==> config.mk <==
export PLATFORM = sky130hd
export DESIGN_NAME = led_frame_scheduler_flat
export DESIGN_NICKNAME = d
export VERILOG_FILES = /design/src/rtl/rubiks_pkg.sv /design/src/rtl/led_frame_scheduler_if.sv /design/src/rtl/cycle_timer.sv /design/src/rtl/led_frame_scheduler.sv /design/src/flat_wrapper.sv
export SDC_FILE = /design/constraint.sdc
export NUM_CORES = 1
export LEC_CHECK = 0
export BUFFER_PORTS_ARGS = -buffer_cell sky130_fd_sc_hd__buf_2
export CAP_MARGIN = 10
export CORE_MARGIN = 2
export CORE_UTILIZATION = 57
export CTS_BUF_LIST = sky130_fd_sc_hd__clkbuf_4
export DETAILED_ROUTE_END_ITERATION = 6
export GPL_TIMING_DRIVEN = 0
export PLACE_DENSITY_LB_ADDON = 0.15
export SETUP_SLACK_MARGIN = 0.3
export SYNTH_ARGS = -nofsm -noshare
export SYNTH_HDL_FRONTEND = slang
export SYNTH_SLANG_ARGS = --single-unit
==> constraint.sdc <==
create_clock -name clk -period 3 [get_ports clk]
set_input_delay 0.15 -clock clk [delete_from_list [all_inputs] [get_ports clk]]
set_output_delay 0.15 -clock clk [all_outputs]
set_load 0.01 [all_outputs]
==> src/rtl/rubiks_pkg.sv <==
// Shared types and constants for the Rubik's face LED display path.
// Holds the frame scheduler state encoding, the orientation word layout and
// the 3-bit colour codes that the scheduler and the colour mux agree on.
package rubiks_pkg;

    typedef enum logic [1:0] {
        IDLE  = 2'd0,
        LOAD  = 2'd1,
        SEND  = 2'd2,
        LATCH = 2'd3
    } sched_state_t;

    localparam int unsigned SQUARE_W    = 3;
    localparam int unsigned NUM_SQUARES = 9;
    localparam int unsigned ORIENT_W    = 27;

    // Colour codes; BLANK drives the pixel dark
    localparam logic [SQUARE_W-1:0] COLOR_WHITE  = 3'd0;
    localparam logic [SQUARE_W-1:0] COLOR_YELLOW = 3'd1;
    localparam logic [SQUARE_W-1:0] COLOR_RED    = 3'd2;
    localparam logic [SQUARE_W-1:0] COLOR_ORANGE = 3'd3;
    localparam logic [SQUARE_W-1:0] COLOR_GREEN  = 3'd4;
    localparam logic [SQUARE_W-1:0] COLOR_BLUE   = 3'd5;
    localparam logic [SQUARE_W-1:0] COLOR_RSVD   = 3'd6;
    localparam logic [SQUARE_W-1:0] COLOR_BLANK  = 3'd7;

    localparam logic [ORIENT_W-1:0] ORIENT_BLANK = {NUM_SQUARES{COLOR_BLANK}};

    // Colour code of square n (0..8) within an orientation word
    function automatic logic [SQUARE_W-1:0] square_color(
        input logic [ORIENT_W-1:0] orient,
        input int unsigned         n
    );
        return orient[SQUARE_W*n +: SQUARE_W];
    endfunction

endpackage

==> src/rtl/led_frame_scheduler_if.sv <==
// Handshake bundle between the frame scheduler and its neighbours.
//   orient_valid/orient_data/orient_ready : orientation intake from SPI capture
//   active_orient                         : orientation of the frame on the strip
//   pix_req/pix_index/pix_ack             : per-pixel handshake with the serializer
// slave  = scheduler side, master = capture/serializer side.
interface led_frame_scheduler_if #(
    parameter int unsigned NUM_LEDS = 64
);
    localparam int unsigned IW = (NUM_LEDS > 1) ? $clog2(NUM_LEDS) : 1;

    logic                            orient_valid;
    logic [rubiks_pkg::ORIENT_W-1:0] orient_data;
    logic                            orient_ready;
    logic [rubiks_pkg::ORIENT_W-1:0] active_orient;
    logic                            pix_req;
    logic [IW-1:0]                   pix_index;
    logic                            pix_ack;

    modport slave (
        input  orient_valid,
        input  orient_data,
        output orient_ready,
        output active_orient,
        output pix_req,
        output pix_index,
        input  pix_ack
    );

    modport master (
        output orient_valid,
        output orient_data,
        input  orient_ready,
        input  active_orient,
        input  pix_req,
        input  pix_index,
        output pix_ack
    );

endinterface

==> src/rtl/cycle_timer.sv <==
// Saturating cycle counter.
//   clk, reset : clock, async active-high reset
//   clr        : synchronous clear to 0 (wins over en)
//   en         : count up by one, stopping at MAX-1
//   hit        : registered flag, high while the count equals MAX-1
module cycle_timer #(
    parameter int unsigned MAX = 2
) (
    input  logic clk,
    input  logic reset,
    input  logic clr,
    input  logic en,
    output logic hit
);

    localparam int unsigned    CW   = (MAX > 1) ? $clog2(MAX) : 1;
    localparam logic [CW-1:0]  LAST = CW'(MAX - 1);

    logic [CW-1:0] count;
    logic [CW-1:0] count_nxt;

    // Next count: clear, saturating increment, or hold
    always_comb begin
        count_nxt = count;
        if (clr) begin
            count_nxt = '0;
        end else if (en && (count != LAST)) begin
            count_nxt = count + CW'(1);
        end
    end

    // hit tracks count_nxt so it is a flop aligned with the count itself
    always_ff @(posedge clk or posedge reset) begin
        if (reset) begin
            count <= '0;
            hit   <= (MAX == 1);
        end else begin
            count <= count_nxt;
            hit   <= (count_nxt == LAST);
        end
    end

endmodule

==> src/rtl/led_frame_scheduler.sv <==
// Full-frame refresh sequencer for the WS2812B face matrix.
// Takes a 27-bit face orientation into a shadow register, walks the LED chain
// handing one pixel at a time to the serializer, then holds the latch gap.
// A frame restarts on new data or when the idle refresh timer runs out.
//   clk, reset  : clock, async active-high reset
//   enable      : allows new frames to start; a running frame always completes
//   bus         : orientation intake + pixel req/ack handshake (slave side)
//   latch       : high during the latch gap (data line held low)
//   busy        : scheduler is not idle
//   frame_done  : one-cycle pulse in the last latch cycle
module led_frame_scheduler
    import rubiks_pkg::*;
#(
    parameter int unsigned NUM_LEDS       = 64,
    parameter int unsigned LATCH_CYCLES   = 2000,
    parameter int unsigned REFRESH_CYCLES = 400000
) (
    input  logic                  clk,
    input  logic                  reset,
    input  logic                  enable,
    led_frame_scheduler_if.slave  bus,
    output logic                  latch,
    output logic                  busy,
    output logic                  frame_done
);

    localparam int unsigned   IW       = (NUM_LEDS > 1) ? $clog2(NUM_LEDS) : 1;
    localparam logic [IW-1:0] LAST_IDX = IW'(NUM_LEDS - 1);

    sched_state_t        state;
    sched_state_t        state_nxt;
    logic [IW-1:0]       pix_index;
    logic [IW-1:0]       pix_index_nxt;
    logic [ORIENT_W-1:0] active_orient;
    logic [ORIENT_W-1:0] active_nxt;
    logic [ORIENT_W-1:0] shadow;
    logic [ORIENT_W-1:0] shadow_nxt;
    logic                pending;
    logic                pending_nxt;
    logic                orient_ready;
    logic                pix_req;
    logic                refresh_due;
    logic                latch_clr_c;
    logic                latch_en_c;
    logic                refresh_en_c;

    assign bus.orient_ready  = orient_ready;
    assign bus.active_orient = active_orient;
    assign bus.pix_req       = pix_req;
    assign bus.pix_index     = pix_index;

    // Next-state, shadow capture and pixel walk
    always_comb begin
        state_nxt     = state;
        pix_index_nxt = pix_index;
        active_nxt    = active_orient;
        shadow_nxt    = shadow;
        pending_nxt   = pending;

        // orient_ready is ~pending, so a capture never collides with a LOAD clear
        if (bus.orient_valid && orient_ready) begin
            shadow_nxt  = bus.orient_data;
            pending_nxt = 1'b1;
        end

        case (state)
            IDLE: begin
                if (enable && (pending || refresh_due)) begin
                    state_nxt = LOAD;
                end
            end
            LOAD: begin
                // Without pending data this is a refresh of the current frame
                if (pending) begin
                    active_nxt  = shadow;
                    pending_nxt = 1'b0;
                end
                pix_index_nxt = '0;
                state_nxt     = SEND;
            end
            SEND: begin
                if (bus.pix_ack) begin
                    if (pix_index == LAST_IDX) begin
                        state_nxt = LATCH;
                    end else begin
                        pix_index_nxt = pix_index + IW'(1);
                    end
                end
            end
            LATCH: begin
                if (frame_done) begin
                    state_nxt = IDLE;
                end
            end
            default: begin
                state_nxt = IDLE;
            end
        endcase
    end

    // State and registered outputs, all decoded from the next state
    always_ff @(posedge clk or posedge reset) begin
        if (reset) begin
            state         <= IDLE;
            pix_index     <= '0;
            active_orient <= ORIENT_BLANK;
            shadow        <= ORIENT_BLANK;
            pending       <= 1'b0;
            orient_ready  <= 1'b1;
            pix_req       <= 1'b0;
            latch         <= 1'b0;
            busy          <= 1'b0;
        end else begin
            state         <= state_nxt;
            pix_index     <= pix_index_nxt;
            active_orient <= active_nxt;
            shadow        <= shadow_nxt;
            pending       <= pending_nxt;
            orient_ready  <= ~pending_nxt;
            pix_req       <= (state_nxt == SEND);
            latch         <= (state_nxt == LATCH);
            busy          <= (state_nxt != IDLE);
        end
    end

    // Latch gap: counts 1..LATCH_CYCLES across the LATCH cycles, so its hit
    // flag is exactly the last latch cycle and serves directly as frame_done.
    assign latch_en_c  = (state_nxt == LATCH);
    assign latch_clr_c = ~latch_en_c;

    cycle_timer #(
        .MAX (LATCH_CYCLES + 1)
    ) u_latch_timer (
        .clk   (clk),
        .reset (reset),
        .clr   (latch_clr_c),
        .en    (latch_en_c),
        .hit   (frame_done)
    );

    // Idle refresh timer: runs only in IDLE, restarts at each frame end
    assign refresh_en_c = (state == IDLE);

    cycle_timer #(
        .MAX (REFRESH_CYCLES)
    ) u_refresh_timer (
        .clk   (clk),
        .reset (reset),
        .clr   (frame_done),
        .en    (refresh_en_c),
        .hit   (refresh_due)
    );

endmodule

==> src/flat_wrapper.sv <==
// flat-port wrapper written by rule: the top's interface ports become plain ports
module led_frame_scheduler_flat import rubiks_pkg::*;
#(
    parameter int unsigned NUM_LEDS       = 64,
    parameter int unsigned LATCH_CYCLES   = 2000,
    parameter int unsigned REFRESH_CYCLES = 400000
)
  (clk, reset, enable, latch, busy, frame_done, bus_orient_valid, bus_orient_data, bus_orient_ready, bus_active_orient, bus_pix_req, bus_pix_index, bus_pix_ack);
  led_frame_scheduler_if #(.NUM_LEDS(NUM_LEDS)) bus_i ();
  input  logic clk;
  input  logic reset;
  input  logic enable;
  output logic latch;
  output logic busy;
  output logic frame_done;
  input wire logic [$bits(bus_i.orient_valid)-1:0] bus_orient_valid;
  input wire logic [$bits(bus_i.orient_data)-1:0] bus_orient_data;
  output wire logic [$bits(bus_i.orient_ready)-1:0] bus_orient_ready;
  output wire logic [$bits(bus_i.active_orient)-1:0] bus_active_orient;
  output wire logic [$bits(bus_i.pix_req)-1:0] bus_pix_req;
  output wire logic [$bits(bus_i.pix_index)-1:0] bus_pix_index;
  input wire logic [$bits(bus_i.pix_ack)-1:0] bus_pix_ack;
  assign bus_i.orient_valid = bus_orient_valid;
  assign bus_i.orient_data = bus_orient_data;
  assign bus_orient_ready = bus_i.orient_ready;
  assign bus_active_orient = bus_i.active_orient;
  assign bus_pix_req = bus_i.pix_req;
  assign bus_pix_index = bus_i.pix_index;
  assign bus_i.pix_ack = bus_pix_ack;
  led_frame_scheduler #(.NUM_LEDS(NUM_LEDS), .LATCH_CYCLES(LATCH_CYCLES), .REFRESH_CYCLES(REFRESH_CYCLES)) u_core (.clk(clk), .reset(reset), .enable(enable), .bus(bus_i), .latch(latch), .busy(busy), .frame_done(frame_done));
endmodule
==> summary.md <==
| Metric | Value |
|---|---|
| Setup WS pre-CTS | -0.0462 ns |
| TritonRoute pass-1 iters | 4 |
| ANT cells | 0 |
| Hold WC Path Type | in2reg |
| PortBufs | 69 |
| Synthesized area per cell | 11.8 µm² |
| Worst Path Max Fanout | 2 |
| Leakage | 2.49 nW |
| Final setup viols | 0 |
| Number of distinct library cells after synthesis | 52 |
| Fillcell total | 517 |
| Row Count | 32 |
| Unrepaired setup endpoints after global routing | true |
| CTS buffer count | 9 |
| Synth top area cells | dfstp_2 (32%), dfrtp_1 (24%), mux2_2 (14%) |
| ANT nets after route | 0 |
| # DRC | 0 |
| Initial antenna violation count | 0 |
| First-pass GRT wire length | 15700 µm |
| Max Cap Violations | 0 |
| Tot Pwr | 2.72 mW |
| Clock Path Buffers | 2 |
| Clock Latency Late Sink | 0.45 ns |
| Total gr overflow | 0 |
| Tmin final | 2.65 ns |
| Area of the multi-input gates | 0.00197 mm² |
| GRT Total Usage | 22.8% |
| Worst EP arrival | 3.00 ns |
| Worst r2r dst | u_core.u_refresh_timer.hit$_DFF_PP0_ |
| DRT iter0 DRCs | 121 |
| Layout Utilization | 74.0% |
| Post-Synthesis Cells | 387 |
| Die width | 93.5 µm |
| Final max-slew violation count | 0 |
| Hold Crit Start | enable |
| Final non-filler cell total | 617 |
| FF-to-FF Start | u_core.u_refresh_timer.count[10]$_DFF_PP0_ |
| Clock slew at reported path FFs | 0.14 ns |
| CTS Root Cell | clkbuf_4 |
| Die Y | 93.5 µm |
| WP data required | 3.35 ns |
| Largest net degree at the start of global routing | 68 |
| Final worst setup slack | 0.350 ns |
| P_sw | 705 µW |
| Ys flop type | dfstp_2 |
| Clock power frac | 24.3% |
| Layout Skew | 0.0219 ns |
| Area grow syn2layout | 25.3% |
| Post-DR vias/cell | 5.51 |
| Fin nets | 546 |
| Slew HR | 60.7% |
| Initial Util | 59.0% |
| PD cells | 476 mW/mm² |
| Worst-margin pin slew | 0.589 ns |
| Syn nets | 423 |
| Via Count | 3402 |
| Post-synth EDFFs | 0 |
| CTS tree | built |
| Status | finished, final reports clean |
| DPL Wire Length | 6180 µm |
| Reg area | 0.00255 mm² |
| Post-synth design cell area | 0.00456 mm² |
| Crit path launch type | flop |
| Vias in the first global route | 3395 |
| H-Tree Depth | 3 |
| Core footprint | 0.00773 mm² |
| Clock Sinks | 99 |
| Final hold vios | 0 |
| Setup CP Type | reg2reg |
| Layout cells sized above 1 | 46.2% |
| Int Pwr | 2.01 mW |
| Routed wire per std cell | 15.4 µm |
| #FFs+latches synth | 99 |
| R2R depth | 12 |
| Routability-driven placement congestion ratio | 0.939 |
| Top Ports | 70 |
| Hold Path Cell Cnt | 3 |
| Hold Path End | u_core.state[0]$_DFF_PP0_ |
| Period utilization | 88.3% |
| FF-to-FF setup slack | 0.35 ns |
| Post-synth top area share | 31.7% |
| Die Area | 0.00873 mm² |
| Post-Route WL | 9480 µm |
| Part of the power in registers | 63.4% |
| Comb pwr share | 12.3% |
| Switching share of power | 25.9% |
| Fmax | 0.377 GHz |
| Post-synth ARST share | 100% |
| Register area share after synthesis | 55.8% |
| Inst Count DP | 559 |
| CP Capture Type | flop |
| YS warnings | 0 |
| VDD IR max | 282 µV |
| TNS Setup | 0 ns |
| Post-synth top area cell | dfstp_2 |
| Top post-synthesis cells by count | dfstp_2 (55), mux2_2 (55), dfrtp_1 (44) |
critical path, cell delays in order, from the launching register on:
cell       delay [ns]
dfrtp_1          0.37
buf_6            0.10
nand4_1          0.12
buf_4            0.16
buf_6            0.11
buf_6            0.10
buf_6            0.10
buf_6            0.10
nor4_4           0.23
mux2i_1          0.27
o2111ai_1        0.15
or4_4            0.52
nor4_4           0.23
power by group through the flow:
stage | combinational [mW] | clock (mW) | sequential (mW)
after floorplan | 0.213 | 0 | 1.73
after global placement | 0.292 | 0 | 1.73
after detailed placement | 0.311 | 0 | 1.75
after CTS | 0.340 | 0.688 | 1.72
after global routing | 0.367 | 0.735 | 1.75
final | 0.333 | 0.661 | 1.72
worst max-delay path by stage:
| stage | depth (start not counted) | start | slack [ns] | endpoint |
|---|---|---|---|---|
| final | 12 | u_core.u_refresh_timer.count[10]$_DFF_PP0_ | 0.35 | u_core.u_refresh_timer.hit$_DFF_PP0_ |
| after global routing | 12 | u_core.u_refresh_timer.count[10]$_DFF_PP0_ | 0.18 | u_core.u_refresh_timer.hit$_DFF_PP0_ |
| after CTS | 8 | u_core.u_refresh_timer.count[9]$_DFF_PP0_ | 0.26 | u_core.u_refresh_timer.hit$_DFF_PP0_ |
| after detailed placement | 7 | u_core.u_refresh_timer.count[0]$_DFF_PP0_ | -0.05 | u_core.u_refresh_timer.hit$_DFF_PP0_ |
| after global placement | 2 | reset | -0.61 | u_core.u_latch_timer.count[1]$_DFF_PP0_ |
| after floorplan | 1 | reset | 0.35 | u_core.bus.pix_index[0]$_DFFE_PP0P_ |
layout by cell type, fill, tap and decap left out, types with 3 or more instances in the layout:
cell	Yosys	routed
a21oi_1	6	6
dfstp_2	55	55
nor2_1	43	42
a22o_1	3	3
dfrtp_2	0	5
a211oi_1	4	4
inv_1	11	10
dfrtp_1	44	39
nand4_1	7	7
mux2i_1	4	4
clkbuf_1	15	11
clkinv_4	0	3
nor3_1	9	9
buf_4	0	10
nand3_1	16	14
nor4_1	5	3
o21ai_0	9	9
clkbuf_2	0	3
mux2_2	55	55
and2_1	3	3
dlygate4sd3_1	0	28
inv_8	0	3
nand2_1	12	12
a31oi_1	3	3
ha_1	4	4
clkbuf_4	0	10
buf_2	4	69
or4_4	1	3
xor2_1	9	9
xnor2_1	18	18
nor2b_1	4	4
and3_1	6	6
buf_6	0	8
through the flow:
step	cell area [µm²]	hold WS, ns
2_1_floorplan	4560	0.302
3_3_place_gp	5030	0.383
3_5_place_dp	5060	0.188
4_1_cts	5660	0.0571
5_1_grt	5720	0.0893
6_report	5720	0.0685
cell type report:
type / count / area share, %
Timing Repair Buffer: 112 / 13.5
Clock inverter: 7 / 1.18
Inverter: 11 / 0.766
Clock buffer: 9 / 1.18
Multi-Input combinational cell: 257 / 34.5
Tap cell: 102 / 2.23
Sequential cell: 99 / 44.6
Buffer: 20 / 1.97
metal layers:
layer  routed length, µm  track usage [%]
met3                 426             5.00
met5                   0                0
met4                 125             6.37
met1                4110             29.5
met2                4820             38.8
state kept, by name, summed over array words and instances (netlist names):
register	flops
u_core.bus.active_orient	27
u_core.shadow	27
u_core.u_refresh_timer.count	19
u_core.u_latch_timer.count	11
u_core.bus.pix_index	6
u_core.state	2
u_core.bus.orient_ready	1
u_core.bus.pix_req	1
u_core.busy	1
u_core.latch	1
u_core.pending	1
u_core.u_latch_timer.hit	1
u_core.u_refresh_timer.hit	1
kinds of logic after synthesis:
| kind of cell | Yosys count | synth area share (%) |
|---|---|---|
| xor+xnor | 27 | 5.19 |
| mux | 59 | 14.5 |
| simple gates | 128 | 14.8 |
| buf+inv | 31 | 2.66 |
| flops | 99 | 55.8 |
| compound gates | 39 | 5.93 |
| fa+ha+maj | 4 | 1.10 |
timing repair:
| action | in CTS | in global routing |
|---|---|---|
| setup buffers | 11 | 3 |
| hold buffers | 28 | 0 |
| setup endpoints to repair | 1 | 2 |
| pin swaps | 7 | 6 |
| hold endpoints to repair | 50 | 0 |
| resized for setup | 27 | 9 |
(Power assumes the default switching activity.)
